File: src/rtl/bus_arbiter_pkg.sv
// Shared serial-bus definitions: default node count, frame layout and the
// arbiter FSM encoding. The frame datapath imports the same field offsets.
package bus_arbiter_pkg;

  localparam int ID_W = 4;  // grant_id width, supports up to 16 nodes

  localparam int BUS_N_NODES = 16;

  // Frame layout, bit 0 first on the wire: ADDR 0..3, DATA 4..67, CRC 68..71
  localparam int ADDR_LSB = 0;
  localparam int ADDR_W   = 4;
  localparam int DATA_LSB = ADDR_LSB + ADDR_W;
  localparam int DATA_W   = 64;
  localparam int CRC_LSB  = DATA_LSB + DATA_W;
  localparam int CRC_W    = 4;

  localparam int BUS_FRAME_LEN = CRC_LSB + CRC_W;

  typedef enum logic [1:0] {
    ST_IDLE = 2'd0,
    ST_SEND = 2'd1,
    ST_GAP  = 2'd2
  } bus_state_e;

endpackage

File: src/rtl/bus_arbiter_rr_picker.sv
// rr_picker: combinational round-robin picker.
//   req        : per-node request vector
//   last_owner : index of the previous winner; search starts one above it
//   winner     : one-hot winning node
//   win_id     : binary index of the winner
//   valid      : at least one request present
module rr_picker
  import bus_arbiter_pkg::*;
#(
  parameter int N = BUS_N_NODES
) (
  input  logic [N-1:0]    req,
  input  logic [ID_W-1:0] last_owner,
  output logic [N-1:0]    winner,
  output logic [ID_W-1:0] win_id,
  output logic            valid
);

  logic [ID_W-1:0] idx;

  // Walk N positions starting at last_owner+1, wrapping N-1 -> 0; the first
  // set request wins, so last_owner itself is checked last.
  always_comb begin
    winner = '0;
    win_id = '0;
    valid  = 1'b0;
    idx    = last_owner;
    for (int k = 0; k < N; k++) begin
      idx = (idx == ID_W'(N - 1)) ? '0 : idx + ID_W'(1);
      if (!valid && req[idx]) begin
        valid       = 1'b1;
        win_id      = idx;
        winner[idx] = 1'b1;
      end
    end
  end

endmodule

File: src/rtl/bus_arbiter.sv
// bus_arbiter: round-robin owner selection and frame sequencing for a shared
// serial bus. One frame of FRAME_LEN bits per grant, then GAP_CYCLES idle
// cycles, then one IDLE cycle in which req is sampled.
//   clock, reset : rising-edge clock, async active-high reset
//   req          : level-sensitive per-node transmit request
//   grant        : one-hot owner, only during SEND
//   grant_id     : binary owner index for the frame mux
//   bit_idx      : frame bit on the bus, 0 outside SEND
//   frame_start  : high during bit 0
//   frame_end    : high during bit FRAME_LEN-1
//   done         : pulse to the owner during its frame_end cycle
//   bus_busy     : high in SEND and GAP
module bus_arbiter
  import bus_arbiter_pkg::*;
#(
  parameter int N_NODES    = BUS_N_NODES,
  parameter int FRAME_LEN  = BUS_FRAME_LEN,
  parameter int GAP_CYCLES = 1
) (
  input  logic               clock,
  input  logic               reset,
  input  logic [N_NODES-1:0] req,
  output logic [N_NODES-1:0] grant,
  output logic [ID_W-1:0]    grant_id,
  output logic [6:0]         bit_idx,
  output logic               frame_start,
  output logic               frame_end,
  output logic [N_NODES-1:0] done,
  output logic               bus_busy
);

  localparam logic [6:0] LAST_BIT = 7'(FRAME_LEN - 1);
  // Wraps to 127 when FRAME_LEN==1; never reached then, the entry edge
  // raises frame_end instead.
  localparam logic [6:0] PRE_LAST = 7'(FRAME_LEN - 2);
  localparam logic [3:0] GAP_LAST = 4'(GAP_CYCLES - 1);

  bus_state_e         state;
  logic [ID_W-1:0]    last_owner;
  logic [3:0]         gap_cnt;

  logic [N_NODES-1:0] pick_oh;
  logic [ID_W-1:0]    pick_id;
  logic               pick_vld;

  rr_picker #(.N(N_NODES)) u_picker (
    .req        (req),
    .last_owner (last_owner),
    .winner     (pick_oh),
    .win_id     (pick_id),
    .valid      (pick_vld)
  );

  // All outputs are registered here. frame_end/done are raised one edge early
  // so they sit exactly on the last bit cycle.
  always_ff @(posedge clock or posedge reset) begin
    if (reset) begin
      state       <= ST_IDLE;
      last_owner  <= ID_W'(N_NODES - 1);
      grant       <= '0;
      grant_id    <= '0;
      bit_idx     <= '0;
      frame_start <= 1'b0;
      frame_end   <= 1'b0;
      done        <= '0;
      bus_busy    <= 1'b0;
      gap_cnt     <= '0;
    end else begin
      frame_start <= 1'b0;
      frame_end   <= 1'b0;
      done        <= '0;
      case (state)
        ST_IDLE: begin
          if (pick_vld) begin
            state       <= ST_SEND;
            grant       <= pick_oh;
            grant_id    <= pick_id;
            last_owner  <= pick_id;
            bit_idx     <= '0;
            frame_start <= 1'b1;
            bus_busy    <= 1'b1;
            if (FRAME_LEN == 1) begin
              frame_end <= 1'b1;
              done      <= pick_oh;
            end
          end
        end
        ST_SEND: begin
          // req is not looked at here: the frame always runs to completion
          if (bit_idx == LAST_BIT) begin
            state    <= ST_GAP;
            grant    <= '0;
            grant_id <= '0;
            bit_idx  <= '0;
            gap_cnt  <= '0;
          end else begin
            bit_idx <= bit_idx + 7'd1;
            if (bit_idx == PRE_LAST) begin
              frame_end <= 1'b1;
              done      <= grant;
            end
          end
        end
        ST_GAP: begin
          if (gap_cnt == GAP_LAST) begin
            state    <= ST_IDLE;
            bus_busy <= 1'b0;
            gap_cnt  <= '0;
          end else begin
            gap_cnt <= gap_cnt + 4'd1;
          end
        end
        default: begin
          state    <= ST_IDLE;
          grant    <= '0;
          bus_busy <= 1'b0;
        end
      endcase
    end
  end

endmodule

File: config.mk
export PLATFORM = sky130hd
export DESIGN_NAME = bus_arbiter
export DESIGN_NICKNAME = d
export VERILOG_FILES = /design/src/rtl/bus_arbiter_pkg.sv /design/src/rtl/bus_arbiter_rr_picker.sv /design/src/rtl/bus_arbiter.sv
export SDC_FILE = /design/constraint.sdc
export NUM_CORES = 1
export LEC_CHECK = 0
export ABC_AREA = 1
export CORE_ASPECT_RATIO = 0.75
export CORE_MARGIN = 1
export CORE_UTILIZATION = 40
export DETAILED_ROUTE_END_ITERATION = 8
export GPL_TIMING_DRIVEN = 0
export PLACE_DENSITY_LB_ADDON = 0.25
export SYNTH_ARGS = -nofsm -noshare
export SYNTH_HDL_FRONTEND = slang
export SYNTH_HIERARCHICAL = 1
export SYNTH_SLANG_ARGS = --single-unit
File: constraint.sdc
create_clock -name clock -period 13.5 [get_ports clock]
set_input_delay 2.7 -clock clock [delete_from_list [all_inputs] [get_ports clock]]
set_output_delay 2.7 -clock clock [all_outputs]
set_load 0.005 [all_outputs]
==> results_dict.tcl <==
set metrics [dict create \
    status "complete, no violations" \
    synthesis.area_um2 7510 \
    avgViaCountPerCell 5.61 \
    cp_top_family "simple AND/OR/NAND/NOR gates" \
    max-vdd-ir-drop_v 0.0000588 \
    tns_ns 0 \
    min_path_type "flop to flop" \
    synth_cell_types 53 \
    fin_crit_ns 7.91 \
    path_buf_inv 6 \
    critPathLaunchType "flop" \
    p_per_area_nw_per_um2 40.4 \
    cts_tree "built" \
    grt-ovfl-total 0 \
    grt_pass1_wl_mm 45.7 \
    cts.sinks 56 \
    firstDrtPassIters 6 \
    cts_buffer_depth 2 \
    worstSetupStartpoint "last_owner[1]" \
    ctsHoldBuffers 0 \
    cp.required_ns 13.75 \
    yosysTopAreaCellShare 0.182 \
    finalPower_uw 348 \
    endpoint_kind "flop" \
    p_leak_uw 0.00403 \
    cts_resized 0 \
    drt_iter0_drc 1097 \
    synthCells 1264 \
    synth-seq-cells 56 \
    reg2reg_from "last_owner[1]" \
    antenna_left 0 \
    cts-htree-levels 2 \
    clk_pin_slew_ns 0.08 \
    slowest_stage "dfstp_2" \
    fp.dieArea_um2 19300 \
    fin_util 0.467 \
    synthTopCellsByCount "nand2_1, nor2_1, nand3_1" \
    final_layout_size_suffix_gt1_frac 0.0981 \
    max_stage_delay_ns 0.67 \
    critPathArrivalTime_ns 8.15 \
    synth_edf_count 0 \
    synth_warnings 6 \
    fmax_mhz 126 \
    synthesis.nets 1334 \
    dpl.hpwl_mm 23.5 \
    area_delta_synth_final_pct 14.8 \
    worstMarginPinSlew_ns 0.730 \
    io_pins 64 \
    clock_skew_ns 0.00967 \
    finalNetCount 1405 \
    period_share 0.586 \
    cts_inserted_buffers 5 \
    insertion_delay_ns 0.30 \
    place.port_buffers 63 \
    cp_max_fo 12 \
    synth.most_common_cell "nand2_1" \
    ys.flop_type "dfrtp_1" \
    grt_max_degree 41 \
    rsz0062_at_grt "false" \
    synthArstFlopShare 1.00 \
    wire_per_inst_um 18.6 \
    timing_hold_violations_final 0 \
    maxCapViolations 0 \
    grt_pass1_vias 7886 \
    grt_antenna_before_repair 0 \
    n_antenna_cell 0 \
    hold_ws_ns 0.479 \
    wirelength_mm 29.5 \
    syn_avg_cell_area_um2 5.95 \
    yosysSeqAreaShare 0.187 \
    maxSlewViolCount 0 \
    gp_congestion 0.978 \
    vias 8874 \
    hold_start "grant_id[3]" \
    synth.area.top_cells "nand2_1, dfrtp_1, nand3_1" \
    root_buffer "clkbuf_16" \
    critical_path_class "flop to flop" \
    track_usage 0.309 \
    max_slew_margin 0.512 \
    initial_core_util 0.407 \
    drc 0 \
    crit_top_cell "nand2_1" \
    rows 43 \
    die_h_um 121 \
    post_cts_buffers 0 \
    core_um2 18500 \
    setup_viol 0 \
    die_w_um 160 \
    synth_top_area_cell "nand2_1" \
]
-- routing by layer --
layer	track usage	share of wire	up-vias
li1	-	-	4207
met1	0.467	0.46	4074
met2	0.441	0.40	539
met3	0.0532	0.11	54
met4	0.0881	0.027	0
met5	0	0	-
-- sequential cells by signal (all words and copies together) (netlist names) --
signal       count
frame_end        1
frame_start      1
state            2
bus_busy         1
grant_id         4
gap_cnt          4
grant           16
done            16
bit_idx          7
last_owner       4
-- power breakdown --
group	switching, uW	internal, uW	total (uW)
sequential	0	168	168
combinational	28.6	14.5	43.0
clock	67.1	70.4	137
total	95.6	252	348
-- kinds of logic (layout without fill, tap and decap cells) --
logic type,Yosys count,after routing,share of synthesized area
AND/OR/NAND/NOR,813,813,0.503
adder cells (fa/ha/maj),52,52,0.0866
buffers and inverters,205,277,0.113
XOR/XNOR,1,1,0.00117
AO/OA/AOI/OAI,136,136,0.108
flip-flops,56,56,0.187
multiplexers,1,1,0.00133
-- stage by stage --
step           setup slack, ns  instances  area (um2)
2_1_floorplan             7.81       1264        7510
3_3_place_gp              5.85       1574        8450
3_5_place_dp              5.78       1575        8470
4_1_cts                   5.74       1583        8630
5_1_grt                   5.10       1583        8630
6_report                  5.59       1583        8630
-- cell type report --
class                           count  area, um2
Fill cell                        1987       9830
Multi-Input combinational cell   1003       5260
Sequential cell                    56       1410
Timing Repair Buffer               64        651
Inverter                          160        604
Tap cell                          247        309
Buffer                             45        244
Clock buffer                        5        125
Clock inverter                      3       26.3
-- layout by cell type, fill, tap and decap left out, types with 3 or more instances in the layout --
cell and n:
nand3_4 4, buf_2 11, o21a_1 5, clkbuf_16 5, dfstp_2 4, nand4_2 3
nand2_1 364, nand3_1 150, a31oi_1 7, inv_1 135, nor3_1 26, clkdlybuf4s50_1 63
o22ai_1 4, nor2_1 182, a21oi_1 11, nand2_4 5, o21ai_2 5, nand3b_1 4
nand4_1 20, buf_1 3, buf_4 4, dfrtp_1 52, nor2_4 18, o21ai_0 56
nand2_2 17, ha_1 52, clkbuf_1 22, o21ai_1 30, o211ai_1 6, inv_2 22
nor2_2 5, buf_6 4, nand3_2 6
-- worst min-delay path: stages, from the launching register on --
cell and delay (ns):
dfrtp_1 0.35, nand2_1 0.05, nand2_1 0.05
-- worst paths after layout --
path                            depth (start not counted)  slack [ns]       endpoint
worst min-delay path                                    2        0.48    grant_id[3]
max in group asynchronous                               3       10.20  last_owner[3]
worst max register to register                         32        5.59       grant[8]
worst min register to register                          2        0.48    grant_id[3]
min in group asynchronous                               2        2.69        done[9]
worst max-delay path                                   32        5.59       grant[8]
No activity file was read; power rests on OpenSTA's default activity.
